==> config.mk <==
export PLATFORM = sky130hd
export DESIGN_NAME = br_resolve_queue
export DESIGN_NICKNAME = d
export VERILOG_FILES = /design/src/rtl/rv32im_types.sv /design/src/rtl/br_pred_fifo.sv /design/src/rtl/br_resolve_queue.sv
export SDC_FILE = /design/constraint.sdc
export NUM_CORES = 1
export LEC_CHECK = 0
export BUFFER_PORTS_ARGS = -buffer_cell sky130_fd_sc_hd__buf_2
export CORE_UTILIZATION = 38
export CTS_CLUSTER_SIZE = 24
export DETAILED_ROUTE_END_ITERATION = 8
export GPL_TIMING_DRIVEN = 0
export PLACE_DENSITY_LB_ADDON = 0.3
export SYNTH_ARGS = -nofsm -noshare
export SYNTH_HDL_FRONTEND = slang
export SYNTH_HIERARCHICAL = 1
export SYNTH_SLANG_ARGS = --single-unit
==> constraint.sdc <==
create_clock -name clk -period 16.4 [get_ports clk]
set_input_delay 2.46 -clock clk [delete_from_list [all_inputs] [get_ports clk]]
set_output_delay 2.46 -clock clk [all_outputs]
set_load 0.05 [all_outputs]
==> src/rtl/rv32im_types.sv <==
// Shared RV32IM opcode constants and the branch prediction record queued by fetch.
package rv32im_types;

  localparam int unsigned OPCODE_W = 7;
  localparam int unsigned XLEN     = 32;

  localparam logic [OPCODE_W-1:0] op_b_br   = 7'b1100011;
  localparam logic [OPCODE_W-1:0] op_b_jal  = 7'b1101111;
  localparam logic [OPCODE_W-1:0] op_b_jalr = 7'b1100111;

  typedef struct packed {
    logic [XLEN-1:0] pc;
    logic [XLEN-1:0] pred_next;
    logic            pred_take;
  } pred_entry_t;

  function automatic logic is_control_op(input logic [OPCODE_W-1:0] op);
    return (op == op_b_br) || (op == op_b_jal) || (op == op_b_jalr);
  endfunction

endpackage

==> src/rtl/br_pred_fifo.sv <==
// Circular buffer of prediction records with push, pop, flush and occupancy count.
module br_pred_fifo
  import rv32im_types::*;
#(
  parameter int unsigned DEPTH_LOG2 = 3
) (
  input  logic                  clk,
  input  logic                  rst,
  input  logic                  flush,
  input  logic                  push,
  input  pred_entry_t           push_data,
  input  logic                  pop,
  output pred_entry_t           head,
  output logic [DEPTH_LOG2:0]   count,
  output logic                  full,
  output logic                  empty
);

  localparam int unsigned ENTRIES = 1 << DEPTH_LOG2;

  logic [DEPTH_LOG2:0] wr_ptr;
  logic [DEPTH_LOG2:0] rd_ptr;
  pred_entry_t         mem [ENTRIES];
  logic                do_push;
  logic                do_pop;

  assign count   = wr_ptr - rd_ptr;
  assign empty   = (wr_ptr == rd_ptr);
  assign full    = (count == (DEPTH_LOG2+1)'(ENTRIES));
  assign head    = mem[rd_ptr[DEPTH_LOG2-1:0]];
  assign do_pop  = pop && !empty;
  // A full queue can still take a push when the head leaves in the same cycle.
  assign do_push = push && (!full || do_pop);

  always_ff @(posedge clk or negedge rst) begin
    if (!rst) begin
      wr_ptr <= '0;
      rd_ptr <= '0;
    end else if (flush) begin
      wr_ptr <= '0;
      rd_ptr <= '0;
    end else begin
      if (do_push) wr_ptr <= wr_ptr + (DEPTH_LOG2+1)'(1);
      if (do_pop)  rd_ptr <= rd_ptr + (DEPTH_LOG2+1)'(1);
    end
  end

  always_ff @(posedge clk) begin
    if (do_push && !flush) mem[wr_ptr[DEPTH_LOG2-1:0]] <= push_data;
  end

endmodule

==> src/rtl/br_resolve_queue.sv <==
// Commit-side branch resolution: checks retiring control ops against fetch
// predictions, trains the BTB and raises a redirect with queue flush on mispredict.
module br_resolve_queue
  import rv32im_types::*;
#(
  parameter int unsigned QUEUE_DEPTH = 3,
  parameter logic [31:0] RESET_PC    = 32'h1eceb000
) (
  input  logic                   clk,
  input  logic                   rst,
  input  logic                   enq_valid,
  output logic                   enq_ready,
  input  logic [31:0]            enq_pc,
  input  logic [31:0]            enq_pred_next,
  input  logic                   enq_pred_take,
  input  logic                   rob_commit,
  input  logic [31:0]            commit_pc,
  input  logic [31:0]            commit_pc_next,
  input  logic [6:0]             commit_opcode,
  output logic                   upd_valid,
  output logic                   upd_take,
  output logic [31:0]            upd_pc,
  output logic [31:0]            upd_target,
  output logic [6:0]             upd_opcode,
  output logic                   mispredict,
  output logic [31:0]            redirect_pc,
  output logic [QUEUE_DEPTH:0]   q_count,
  output logic [31:0]            br_commits,
  output logic [31:0]            br_mispredicts
);

  pred_entry_t head;
  pred_entry_t push_data;
  logic        full;
  logic        empty;
  logic        ctrl_c;
  logic        actual_take_c;
  logic        match_c;
  logic        mis_c;
  logic        pop_c;
  logic        push_c;

  // Head comparison against the architectural outcome of the retiring op.
  assign ctrl_c        = rob_commit && is_control_op(commit_opcode);
  assign actual_take_c = (commit_opcode == op_b_br) ? (commit_pc_next != commit_pc + 32'd4) : 1'b1;
  assign match_c       = !empty && (head.pc == commit_pc) && (head.pred_next == commit_pc_next)
                         && (head.pred_take == actual_take_c);
  assign mis_c         = ctrl_c && !match_c;
  assign pop_c         = ctrl_c && match_c;

  assign enq_ready = rst && !full && !mispredict;
  assign push_c    = enq_valid && enq_ready;
  assign push_data = '{pc: enq_pc, pred_next: enq_pred_next, pred_take: enq_pred_take};

  br_pred_fifo #(.DEPTH_LOG2(QUEUE_DEPTH)) u_fifo (
    .clk       (clk),
    .rst       (rst),
    .flush     (mis_c),
    .push      (push_c),
    .push_data (push_data),
    .pop       (pop_c),
    .head      (head),
    .count     (q_count),
    .full      (full),
    .empty     (empty)
  );

  always_ff @(posedge clk or negedge rst) begin
    if (!rst) begin
      upd_valid      <= 1'b0;
      upd_take       <= 1'b0;
      upd_pc         <= '0;
      upd_target     <= '0;
      upd_opcode     <= '0;
      mispredict     <= 1'b0;
      redirect_pc    <= RESET_PC;
      br_commits     <= '0;
      br_mispredicts <= '0;
    end else begin
      upd_valid  <= ctrl_c;
      mispredict <= mis_c;
      if (ctrl_c) begin
        upd_take   <= actual_take_c;
        upd_pc     <= commit_pc;
        upd_target <= commit_pc_next;
        upd_opcode <= commit_opcode;
        br_commits <= br_commits + 32'd1;
      end
      if (mis_c) begin
        redirect_pc    <= commit_pc_next;
        br_mispredicts <= br_mispredicts + 32'd1;
      end
    end
  end

endmodule

==> results summary, run 1 <==
Among all flip-flop cells after synthesis, the most frequent one is sky130_fd_sc_hd__edfxtp_1. The number of register bits inferred by synthesis is 698. The maximum clock frequency is 123 MHz. The post-detailed-placement half-perimeter wirelength is 63900 um. The setup path with the least slack is of type reg2reg.

Yosys instantiated no cell more often than sky130_fd_sc_hd__edfxtp_1. The signed area change from the synthesized netlist to the final layout came out at 20.5%. The initial antenna violation count came out at 23.

The worst setup path is captured at a flop. After detailed routing, the number of remaining DRC violations is 0. For this configuration, the core starts out at a cell density of 38.6%.

The total area inside the core boundary comes to 74800 sq um. The post-CTS setup buffer count is 0. The worst endpoint data arrival time is 8460 ps. The number of cells on the worst hold path came out at 1. The final hold violation count came out at 0. The die covers 77200 sq um. The number of cell instances on the worst register-to-register path is 23. The flow ran to the end, and the final reports show no timing, DRC or antenna violations.

TritonCTS built the clock tree. Ranked by total cell area, the synthesized netlist is headed by sky130_fd_sc_hd__edfxtp_1, sky130_fd_sc_hd__dfrtp_1, sky130_fd_sc_hd__mux4_2. Setup repair after global routing left no endpoint under its margin. For this design, the sink count on the clock tree is 698. The data required time at the worst endpoint is 16730 ps. The number of fill cells in the layout came out at 6481. Of the available clock period, the critical path in the final layout requires 49.6%.

Summed over its instances, the top area cell type makes up 54.0% of the synthesized netlist area. The number of synthesized flops with an enable pin is 520. The maximum buffer depth of the clock tree is 3. The root buffer cell chosen for the clock tree is sky130_fd_sc_hd__clkbuf_16.

The number of gates resized after cts is 0. The post-synthesis instance area came out at 28900 sq um. The fraction of registers with async set/reset is 25.5%. The final layout net count is 2463. The unique cell type count in the Yosys netlist is 70.

The die boundary height is 278 um. The final count of negative-setup-slack endpoints came out at 0. The share of the Yosys chip area taken by registers is 69.5%. The cts-stage hold buffer count is 0.

In this run the worst path has a maximum fanout of 10. Summed over all cells, the static leakage comes to 13.7 nW. The post-synthesis cell count is 1868.

After global routing the overflow that remains totals 0. Synthesis produced a netlist with a net count of 2017. The post-route netlist has 29.8% of its cells at a drive strength greater than 1. The first global-routing pass estimated 124000 um of wire. The largest total area in the synthesized netlist belongs to sky130_fd_sc_hd__edfxtp_1.

In the global route stage, overall resource usage came out at 22.3%. The count of vias placed by the detailed router came out at 18000. The commonest cells after synthesis are sky130_fd_sc_hd__edfxtp_1, sky130_fd_sc_hd__nand2_1, sky130_fd_sc_hd__dfrtp_1. The H-tree generated during clock tree synthesis spans 3 levels. Routability-driven placement finished with a final weighted congestion of 0.955. The average detailed-routed wire length per instance came out at 25.8 um.

The horizontal die dimension came out at 278 um. The path category of the worst min-delay check is reg2reg. The clock transition at the registers of the reported paths is 60 ps.

The total of warnings raised by yosys is 6. The port buffer count is 304. The number of iterations in the first detailed-routing pass is 8. The number of clock buffers added by TritonCTS is 75. The pin count of the biggest net entering global routing came out at 113.

For this design the ratio of total power to cell area is 135 nW/um^2. The number of slew-limit violations in the final report is 0. In this run the tightest slew margin relative to its limit is 36.1%. The standard-cell row count came out at 100. Once detail routing completed, the nets flagged for antenna violations numbered 0. The number of top-level pins came out at 315. The post-detailed-route via-to-cell ratio is 5.39. STA classifies the critical path startpoint as a flop. The final core utilization came out at 46.5%. The final worst clock skew came out at 26.0 ps. Max-cap violations in this run came to 0. The number of global-route vias before repair is 17800.

The first routing iteration left 1610 violations. The overall power after layout is 4.70 mW. The average cell area after synthesis came out at 15.5 sq um. The sum of routed wire length over all layers is 86300 um. The shortest clock period the worst path allows after layout is 8130 ps. The worst-case IR drop observed on VDD is 71.7 uV.

At the pin with the least slew margin, the transition time is 954 ps. For the worst-skew pair, the clock arrives at the later sink with an insertion delay of 640 ps.
sequential cells by signal, summed over array words and instances, names as in the netlist:
register,count
upd_valid,1
upd_take,1
redirect_pc,32
u_fifo/wr_ptr,4
mispredict,1
u_fifo/mem,520
upd_opcode,7
upd_pc,32
upd_target,32
u_fifo/rd_ptr,4
br_mispredicts,32
br_commits,32
cell type report:
cell class | count | area (sq um) | share of cell area [%]
Sequential cell | 698 | 20100 | 57.7
Multi-Input combinational cell | 1050 | 8340 | 24.0
Timing Repair Buffer | 369 | 2150 | 6.17
Clock buffer | 101 | 2050 | 5.87
Tap cell | 969 | 1210 | 3.48
Clock inverter | 36 | 463 | 1.33
Buffer | 91 | 413 | 1.19
Inverter | 29 | 109 | 0.313
Antenna cell | 4 | 10.0 | 0.0287
worst paths after layout:
kind	slack (ps)	from	endpoint
worst max-delay path	8270	u_fifo/rd_ptr[1]	u_fifo/mem[6][11]
worst min-delay path	460	upd_opcode[0]	upd_opcode[0]
worst max register to register	8270	u_fifo/rd_ptr[1]	u_fifo/mem[6][11]
worst min register to register	460	upd_opcode[0]	upd_opcode[0]
max in group asynchronous	13580	rst	upd_pc[20]
min in group asynchronous	1790	rst	upd_opcode[4]
report_power, final:
part	internal, mW	switching (mW)	leakage [nW]	total (mW)
Sequential	2.06	0.0621	7.04	2.12
Combinational	0.248	0.617	5.44	0.865
Clock	1.01	0.701	1.21	1.71
per-layer routing:
metal / GRT usage, % / vias to the layer above / part of all wire, %
met2: 35.0 / 776 / 46
met5: 0 / - / 0.19
met1: 30.6 / 9251 / 42
li1: - / 7839 / -
met3: 6.31 / 142 / 9.1
met4: 5.10 / 26 / 2.3
placed cells by master (no fill, tap or decap), drive strengths merged, types with 16 or more instances in the layout:
| cell type | count |
|---|---|
| nor3 | 22 |
| mux4 | 130 |
| nand3 | 37 |
| dfrtp | 166 |
| o21ai | 16 |
| nor4 | 22 |
| edfxtp | 520 |
| nand4 | 32 |
| clkinv | 23 |
| clkbuf | 151 |
| xnor2 | 88 |
| mux2 | 34 |
| and3 | 25 |
| nand2 | 413 |
| buf | 410 |
| xor2 | 63 |
| nor2 | 36 |
| inv | 31 |
worst max-delay path, stage by stage, from the launching register on:
cell                       delay [ps]
sky130_fd_sc_hd__dfrtp_1          400
sky130_fd_sc_hd__clkbuf_1         580
sky130_fd_sc_hd__clkbuf_1         620
sky130_fd_sc_hd__clkbuf_1         640
sky130_fd_sc_hd__mux4_2           420
sky130_fd_sc_hd__nand2_1           80
sky130_fd_sc_hd__nand2_1          160
sky130_fd_sc_hd__nor2b_1          180
sky130_fd_sc_hd__a2111o_1         380
sky130_fd_sc_hd__nor4_1           380
sky130_fd_sc_hd__nand3_1          130
sky130_fd_sc_hd__or3_1            460
sky130_fd_sc_hd__clkbuf_1         270
sky130_fd_sc_hd__nor3_1           210
sky130_fd_sc_hd__o21a_1           350
sky130_fd_sc_hd__o41ai_4          170
sky130_fd_sc_hd__or2_2            370
sky130_fd_sc_hd__nor4_2           700
sky130_fd_sc_hd__buf_4            330
sky130_fd_sc_hd__buf_4            190
sky130_fd_sc_hd__buf_4            190
sky130_fd_sc_hd__buf_4            210
sky130_fd_sc_hd__buf_6            170
sky130_fd_sc_hd__buf_4            170
kinds of logic (layout without fill, tap and decap cells):
logic type | count (synthesis) | in the layout | share of synthesized area, %
buffers and inverters | 120 | 626 | 1.81
multiplexers | 168 | 168 | 11.6
adder cells (fa/ha/maj) | 9 | 9 | 0.416
other | 0 | 4 | 0
XOR/XNOR | 151 | 151 | 4.58
AO/OA/AOI/OAI | 72 | 72 | 1.81
flip-flops | 698 | 698 | 69.5
AND/OR/NAND/NOR | 650 | 650 | 10.3
stage by stage:
stage | cells | hold slack [ps] | cell area [sq um] | TNS, ps | setup WS [ps]
3_5_place_dp | 3206 | 448 | 32300 | 0 | 7830
6_report | 3347 | 458 | 34800 | 0 | 8270
4_1_cts | 3343 | 464 | 34800 | 0 | 8290
5_1_grt | 3343 | 485 | 34800 | 0 | 7880
2_1_floorplan | 1868 | 524 | 28900 | 0 | 4250
3_3_place_gp | 3141 | 446 | 31600 | -1023550 | -4190
No activity file was read; power rests on OpenSTA's default activity.
==> inputs of run 2 (changes only) <==
ABC_AREA = 1   (was not set)
clock period = 8.2 ns   (was 16.4 ns; I/O delays follow)
==> run 2 against run 1 <==
  * Via count grew 27%
  * Final cell count up 32%
  * Highest routed layer unchanged
  * Non-clock buffer count stayed put
==> results summary, run 2 <==
The run finished with clean final reports. The number of iterations in the first detailed-routing pass came to 5 (-3). The number of register bits inferred by synthesis came out at 698 (unchanged).

The routability-driven placement congestion ratio is 0.932 (-2.4%). The number of cells in the finished layout apart from fillers is 4405 (+32%). The post-placement cell count came out at 4260 (+33%). The final layout net count is 3437 (+40%). The category of the most critical setup path is reg2reg.

The post-detailed-placement half-perimeter wirelength came to 70200 um (+9.9%). The detailed router's first-iteration violation count is 2164 (+34%). The root buffer cell is sky130_fd_sc_hd__clkbuf_16. The share of post-route cells with drive strength above 1 came out at 17.0% (-13 points). The fraction of registers with async set/reset came to 25.5% (unchanged). The reg-to-reg critical path startpoint is u_fifo/rd_ptr[1].

The total of warnings raised by yosys came out at 6 (unchanged). The worst endpoint data arrival time is 6890 ps (-1570 ps). The post-synthesis instance area is 30400 sq um (+5.2%). The worst hold-check slack was 460 ps (+2.74 ps). The CTS buffer count was 76 (+1.3%). The post-route standard cell area excluding fillers was 36200 sq um (+3.9%). The final hold violation count came out at 0 (unchanged). The post-detailed-route via-to-cell ratio came to 5.21 (-3.3%). The number of clock sinks came out at 698 (unchanged). The number of cells on the worst hold path is 1 (unchanged). The power density normalized to cell area came out at 279 nW/um^2 (+110%). The path category of the worst min-delay check is reg2reg. The most used flip-flop cell after synthesis is sky130_fd_sc_hd__edfxtp_1. The number of levels the H-tree was split into was 3 (unchanged). STA classifies the critical path startpoint as a flop. The DRC violation count after routing is 0 (unchanged). The starting utilization of the core area came to 38.4% (-0.20 points). The number of gates resized after cts came out at 0 (unchanged). The synthesized design spends more area on one cell type than any other, namely sky130_fd_sc_hd__edfxtp_1. The maximum buffer depth of the clock tree came out at 3 (unchanged). The maximum clock frequency is 152 MHz (+24%). By count the netlist is led by sky130_fd_sc_hd__nand2_1, sky130_fd_sc_hd__edfxtp_1, sky130_fd_sc_hd__nor2_1. The clock network latency to the later pin of the worst-skew pair is 640 ps (about the same). The headroom to the max-slew limit was 42.1% (+6.1 points). The max-cap violation count came out at 0 (unchanged).

The standard-cell row count is 103 (+3.0%). The peak supply drop came out at 174 uV (+140%). Setup repair after global routing left no endpoint under its margin. The worst min-delay path startpoint is upd_opcode[0]. The first-pass GRT wire length came to 143000 um (+16%).

The number of global-route vias before repair was 21800 (+23%). The number of cell instances on the worst register-to-register path is 23 (unchanged). Ranked by total cell area, the synthesized netlist is headed by sky130_fd_sc_hd__edfxtp_1, sky130_fd_sc_hd__dfrtp_1, sky130_fd_sc_hd__nand2_1. The number of synthesized flops with an enable pin came out at 520 (unchanged).

The horizontal die dimension is 285 um (+2.6%). The floorplan die area is 81200 sq um (+5.2%). The slack of the worst reg-to-reg path came out at 1640 ps (-6630 ps). The all-layer global routing usage is 23.8% (+1.6 points). The portion of the clock cycle consumed by the worst path in the final layout is 80.1% (+30 points).

The post-CTS setup buffer count is 0 (unchanged). The final count of negative-setup-slack endpoints came to 0 (unchanged). Leaving out fill and tap cells, the most frequent cell in the layout is sky130_fd_sc_hd__nand2_1. The largest fanout of any net on the critical path came to 24 (+14). The sum of routed wire length over all layers is 98200 um (+14%). The share of the synthesized area in the top cell type is 51.4% (-2.7 points).

The count of vias placed by the detailed router is 23000 (+27%). The number of slew-limit violations in the final report came to 0 (unchanged). The antenna violation net count after detailed routing came to 0 (unchanged). The cts-stage hold buffer count is 0 (unchanged). The number of top-level pins came out at 315 (unchanged).

The total nets after synthesis is 3030 (+50%). The signed area change from the synthesized netlist to the final layout is 19.0%. The unique cell type count in the Yosys netlist came out at 44 (-37%).

The slew at the pin with the worst max-slew slack is 866 ps (-87.7 ps). The portion of the post-synthesis area used by sequential elements came to 66.0% (-3.4 points). The average cell area after synthesis is 10.6 sq um (-32%). The pin count of the biggest net entering global routing is 118 (+4.4%). The leakage power of the design is 14.5 nW (+6.2%). The number of flip-flops in the largest register came out at 520 (unchanged). The port buffer count is 311 (+2.3%). The post-synthesis cell count is 2881 (+54%). Tracing the worst setup path back leads to its startpoint at u_fifo/rd_ptr[1]. Leaving out fill and tap cells, the most frequent cells in the layout are sky130_fd_sc_hd__nand2_1, sky130_fd_sc_hd__edfxtp_1, sky130_fd_sc_hd__nor2_1. The final worst clock skew is 30.8 ps (+4.79 ps). The data required time at the worst endpoint is 8520 ps (-8210 ps). The initial antenna violation count came to 28 (+22%). The die boundary height came out at 285 um (+2.6%). The clock transition at the registers of the reported paths came out at 60 ps (about the same).

The area after detailed placement is 33700 sq um (+4.4%). The worst setup path is captured at a flop. The average detailed-routed wire length per instance was 22.3 um (-14%). The core area is 79100 sq um (+5.8%). TritonCTS built the clock tree. The cell with the most instances after synthesis is sky130_fd_sc_hd__nand2_1. The shortest clock period the worst path allows after layout is 6560 ps (-1570 ps). The total overflow reported by the global router came out at 0 (unchanged).
==> run 2: cell count changes after synthesis, moves of 46 or more <==
cell                      delta
sky130_fd_sc_hd__nand2_1   +241
sky130_fd_sc_hd__inv_1     +150
sky130_fd_sc_hd__nand3_1    +53
sky130_fd_sc_hd__o21ai_1    +75
sky130_fd_sc_hd__o21ai_0   +243
sky130_fd_sc_hd__mux4_2    -130
sky130_fd_sc_hd__o22ai_1   +123
sky130_fd_sc_hd__nor2_1    +363
sky130_fd_sc_hd__xnor2_1    -46
==> run 2: layer usage <==
metal	vias to the layer above	global-route usage (%)	wire length [um]
li1	10700	-	-
met1	11100	30.7	39200
met2	952	39.3	46900
met3	183	6.25	9480
met4	40	7.22	2350
met5	-	0	245
==> run 2: critical path, cell delays in order (launching register included) <==
cell	delay [ps]
sky130_fd_sc_hd__dfrtp_1	650
sky130_fd_sc_hd__inv_2	310
sky130_fd_sc_hd__buf_4	250
sky130_fd_sc_hd__clkbuf_1	480
sky130_fd_sc_hd__o21ai_1	140
sky130_fd_sc_hd__o22ai_1	180
sky130_fd_sc_hd__nand2_1	80
sky130_fd_sc_hd__nand2_1	240
sky130_fd_sc_hd__xnor2_1	150
sky130_fd_sc_hd__nand3_1	80
sky130_fd_sc_hd__nor4_1	250
sky130_fd_sc_hd__nand2_1	90
sky130_fd_sc_hd__nor2_1	120
sky130_fd_sc_hd__nand4_1	140
sky130_fd_sc_hd__nor2_1	270
sky130_fd_sc_hd__nand3_4	260
sky130_fd_sc_hd__buf_4	270
sky130_fd_sc_hd__nor2_1	190
sky130_fd_sc_hd__nand2_1	170
sky130_fd_sc_hd__nand3_2	170
sky130_fd_sc_hd__nand3_2	360
sky130_fd_sc_hd__nor2_4	780
sky130_fd_sc_hd__buf_12	300
sky130_fd_sc_hd__buf_12	220
==> run 2: logic make-up after synthesis <==
kind of cell | share of synthesized area, %
AND/OR/NAND/NOR | 17.2
flip-flops | 66.0
AO/OA/AOI/OAI | 8.92
buffers and inverters | 4.57
XOR/XNOR | 2.82
adder cells (fa/ha/maj) | 0.395
==> run 2: area by class of cell <==
type / instances / area (sq um)
inverter: 182 / 691
tap: 1050 / 1310
timing repair buffer: 329 / 1940
buffer: 131 / 699
fill: 7372 / 42900
clock inverter: 42 / 402
sequential: 698 / 20100
multi-input combinational: 1870 / 8990
antenna: 7 / 17.5
clock buffer: 96 / 2040
==> run 2: final timing paths <==
kind                                endpoint
max                        u_fifo/mem[3][28]
min                            upd_opcode[0]
max reg2reg                u_fifo/mem[3][28]
min reg2reg                    upd_opcode[0]
max in group asynchronous     br_commits[26]
min in group asynchronous      upd_opcode[4]
==> run 2: where the power goes <==
part	switching [mW]	total, mW	internal (mW)
Sequential	0.123	4.25	4.13
Combinational	1.82	2.48	0.660
Clock	1.41	3.35	1.94
==> run 2: per-stage QoR <==
step | TNS, ps | utilization (%) | power [mW] | worst slack [ps]
finish | 0 | 45.7 | 10.1 | 1640
detailed placement | 0 | 42.6 | 6.79 | 1630
CTS | 0 | 45.7 | 10.1 | 1590
global route | 0 | 45.7 | 10.5 | 1270
global placement | -1572850 | 42.1 | 6.74 | -3270
floorplan | 0 | - | 5.88 | 887
==> inputs of run 3 (changes only) <==
clock period = 6.4 ns   (was 8.2 ns; I/O delays follow)
==> run 3 against run 2 <==
  * Final cell count grew 0.34%
  * Combinational power up 30%
  * Critical path depth is 1 lower
  * Maximum frequency increased by 11%
  * Worst hold slack got worse by 210 ps
  * Core utilization grew 0.19 points
  * Final area grew 0.41%
==> results summary, run 3 (synthesized netlist as in run 2, its figures left out) <==
The top cell types in the final layout, fill and taps aside, are sky130_fd_sc_hd__nand2_1, sky130_fd_sc_hd__edfxtp_1, sky130_fd_sc_hd__nor2_1. The all-layer global routing usage is 23.8% (about the same). The CTS buffer count is 76 (unchanged).

The final hold violation count was 0 (unchanged). The number of clock sinks came out at 698 (unchanged). The first-pass GRT wire length is 143000 um (about the same). The detailed router's first-iteration violation count came out at 2349 (+8.5%).

Leaving out fill and tap cells, the most frequent cell in the layout is sky130_fd_sc_hd__nand2_1. The clock network latency to the later pin of the worst-skew pair is 640 ps (about the same). The floorplan die area came out at 81200 sq um (unchanged). Setup repair after global routing left no endpoint under its margin. The clock transition at the registers of the reported paths was 60 ps (about the same). The number of iterations in the first detailed-routing pass is 7 (+2). The power density normalized to cell area came out at 357 nW/um^2 (+28%). The flow ran to the end, and the final reports show no timing, DRC or antenna violations. The DRC violation count after routing came out at 0 (unchanged). The count of vias placed by the detailed router is 23200 (+1.1%). The number of flip-flops in the largest register came out at 520 (unchanged). The maximum single-stage delay on the critical path is 670 ps (-110 ps). The worst endpoint data arrival time came out at 6250 ps (-640 ps). The sum of routed wire length over all layers is 99400 um (+1.2%). The number of slew-limit violations in the final report came to 0 (unchanged).

TritonCTS built the clock tree. The peak supply drop is 221 uV (+27%). The sequential cell fraction of total power came out at 42.0% (-0.2 points).

The combined buffer and inverter count along the critical path was 5 (-1). The internal portion of total power is 8.63 mW (+28%). The share of power burned in the clock network is 33.1% (about the same).

The maximum clock frequency was 168 MHz (+11%). The horizontal die dimension came out at 285 um (unchanged). The standard-cell row count is 103 (unchanged).

The post-detailed-placement half-perimeter wirelength came out at 70200 um (unchanged). Traced cell by cell, the critical path runs through inv_2, buf_4, clkbuf_1, o21ai_1, o22ai_1, nand2_1, nand2_1, xnor2_1, nand3_1, nor4_1, nand2_1, nor2_1, nand3b_1, nor2_1, nand3_4, buf_4, nor2_1, nand2_1, nand3_2, nand3_4, nor2_4, buf_12. The routability-driven placement congestion ratio is 0.932 (unchanged).

The pin count of the biggest net entering global routing is 118 (unchanged). The final count of negative-setup-slack endpoints came out at 0 (unchanged). The area after detailed placement came to 33700 sq um (unchanged).

The final worst clock skew is 29.4 ps (-1.41 ps). The number of global-route vias before repair is 21800 (+0.032%). The shortest clock period the worst path allows after layout came out at 5930 ps (-630 ps).

The worst setup path is launched from a flop. The number of levels the H-tree was split into was 3 (unchanged). The multi-input combinational cell area is 9010 sq um (+0.22%). The worst setup path is captured at a flop. The cts-stage hold buffer count was 0 (unchanged). The headroom to the max-slew limit is 33.4% (-8.7 points). The port buffer count came out at 311 (unchanged). The slew at the pin with the worst max-slew slack came out at 998 ps (+132 ps). The maximum buffer depth of the clock tree came out at 3 (unchanged). The worst setup path is of the reg2reg kind.

The share of post-route cells with drive strength above 1 came out at 17.5% (+0.49 points). The largest fanout of any net on the critical path came out at 25 (+4.2%). The number of top-level pins was 315 (unchanged). The data required time at the worst endpoint came out at 6720 ps (-1800 ps). The signed area change from the synthesized netlist to the final layout came out at 19.5%. The post-detailed-route via-to-cell ratio came out at 5.25 (+0.75%).

The min-delay analysis places its worst path in the category in2async. The portion of the clock cycle consumed by the worst path in the final layout is 92.7% (+13 points). The net switching share of the total power came to 33.4% (+0.10 points).

In this run the clock root is driven by a sky130_fd_sc_hd__clkbuf_16. The final layout net count came out at 3452 (+0.44%). The register cell area after layout is 20100 sq um (about the same). By instance count, the cell type seen most on the critical path is sky130_fd_sc_hd__nand2_1.

The average detailed-routed wire length per instance is 22.5 um (+0.86%). The antenna violation net count after detailed routing came out at 0 (unchanged). The core area is 79100 sq um (unchanged). The initial antenna violation count came to 28 (unchanged).

The total overflow reported by the global router came out at 0 (unchanged). The standard cell with the maximum stage delay on the critical path is sky130_fd_sc_hd__nor2_4. The final-layout setup total negative slack was 0 ps (unchanged).

On the critical path the largest part of the delay comes from simple AND/OR/NAND/NOR gates. The final core utilization is 45.9% (+0.19 points). The leakage power of the design came out at 14.6 nW (+0.60%).

The post-route standard cell area excluding fillers is 36300 sq um (+0.41%). The net load switching power came out at 4.33 mW (+29%). The die boundary height is 285 um (unchanged). The combinational share of power is 24.9% (+0.3 points).

The starting utilization of the core area is 38.4% (unchanged). The number of fill cells in the layout was 7361 (-0.15%). The max-cap violation count came to 0 (unchanged).
## run 3: cell count changes in the layout (fill, tap and decap cells not counted)
cell	delta
sky130_fd_sc_hd__buf_12	+2
sky130_fd_sc_hd__buf_4	+11
sky130_fd_sc_hd__clkbuf_1	-3
sky130_fd_sc_hd__clkbuf_2	+3
sky130_fd_sc_hd__dfrtp_1	-1
sky130_fd_sc_hd__dfrtp_2	+1
sky130_fd_sc_hd__nand3_2	-1
sky130_fd_sc_hd__nand3_4	+1
sky130_fd_sc_hd__nor2_2	+2
## run 3: what timing repair did
item	in CTS	in global routing
pin swaps	0	3
resized for setup	4	1
setup buffers	2	11
cloned	0	2
endpoints found under the setup margin	68	93
## run 3: power by group through the flow
stage | sequential (mW) | clock, mW | combinational, mW
6_report | 5.45 | 4.28 | 3.23
5_1_grt | 5.48 | 4.55 | 3.47
4_1_cts | 5.45 | 4.36 | 3.17
3_5_place_dp | 5.53 | 0 | 3.16
3_3_place_gp | 5.58 | 0 | 3.06
2_1_floorplan | 5.96 | 0 | 1.57
## run 3: final timing paths
check	from	endpoint	slack, ps	cells after the start
worst max-delay path	u_fifo/rd_ptr[1]	u_fifo/mem[2][26]	470	22
worst min-delay path	rst	upd_opcode[4]	250	1
worst max register to register	u_fifo/rd_ptr[1]	u_fifo/mem[2][26]	470	22
worst min register to register	upd_opcode[0]	upd_opcode[0]	460	1
max in group asynchronous	rst	u_fifo/rd_ptr[1]	5130	2
min in group clk	upd_opcode[0]	upd_opcode[0]	460	1
## run 3: layer usage
layer / wire length [um] / GRT usage, %
met5: 245 / 0
met4: 2620 / 7.22
met3: 9560 / 6.25
met2: 47000 / 39.3
met1: 40000 / 30.7
## run 3: area by class of cell
cell class                 count  area share [%]
timing repair buffer         342            5.68
inverter                     182            1.90
buffer                       131            1.94
tap                         1050            3.62
clock inverter                42            1.11
sequential                   698            55.3
clock buffer                  96            5.62
multi-input combinational   1872            24.8
antenna                        7          0.0482
## run 3: metrics by stage
| step | power, mW | setup slack, ps | hold slack (ps) | cells |
|---|---|---|---|---|
| 2_1_floorplan | 7.53 | -913 | 493 | 2881 |
| 3_3_place_gp | 8.64 | -4800 | 450 | 4242 |
| 3_5_place_dp | 8.70 | -167 | 453 | 4260 |
| 4_1_cts | 13.0 | 22.7 | 257 | 4400 |
| 5_1_grt | 13.5 | 128 | 288 | 4415 |
| 6_report | 13.0 | 465 | 253 | 4420 |
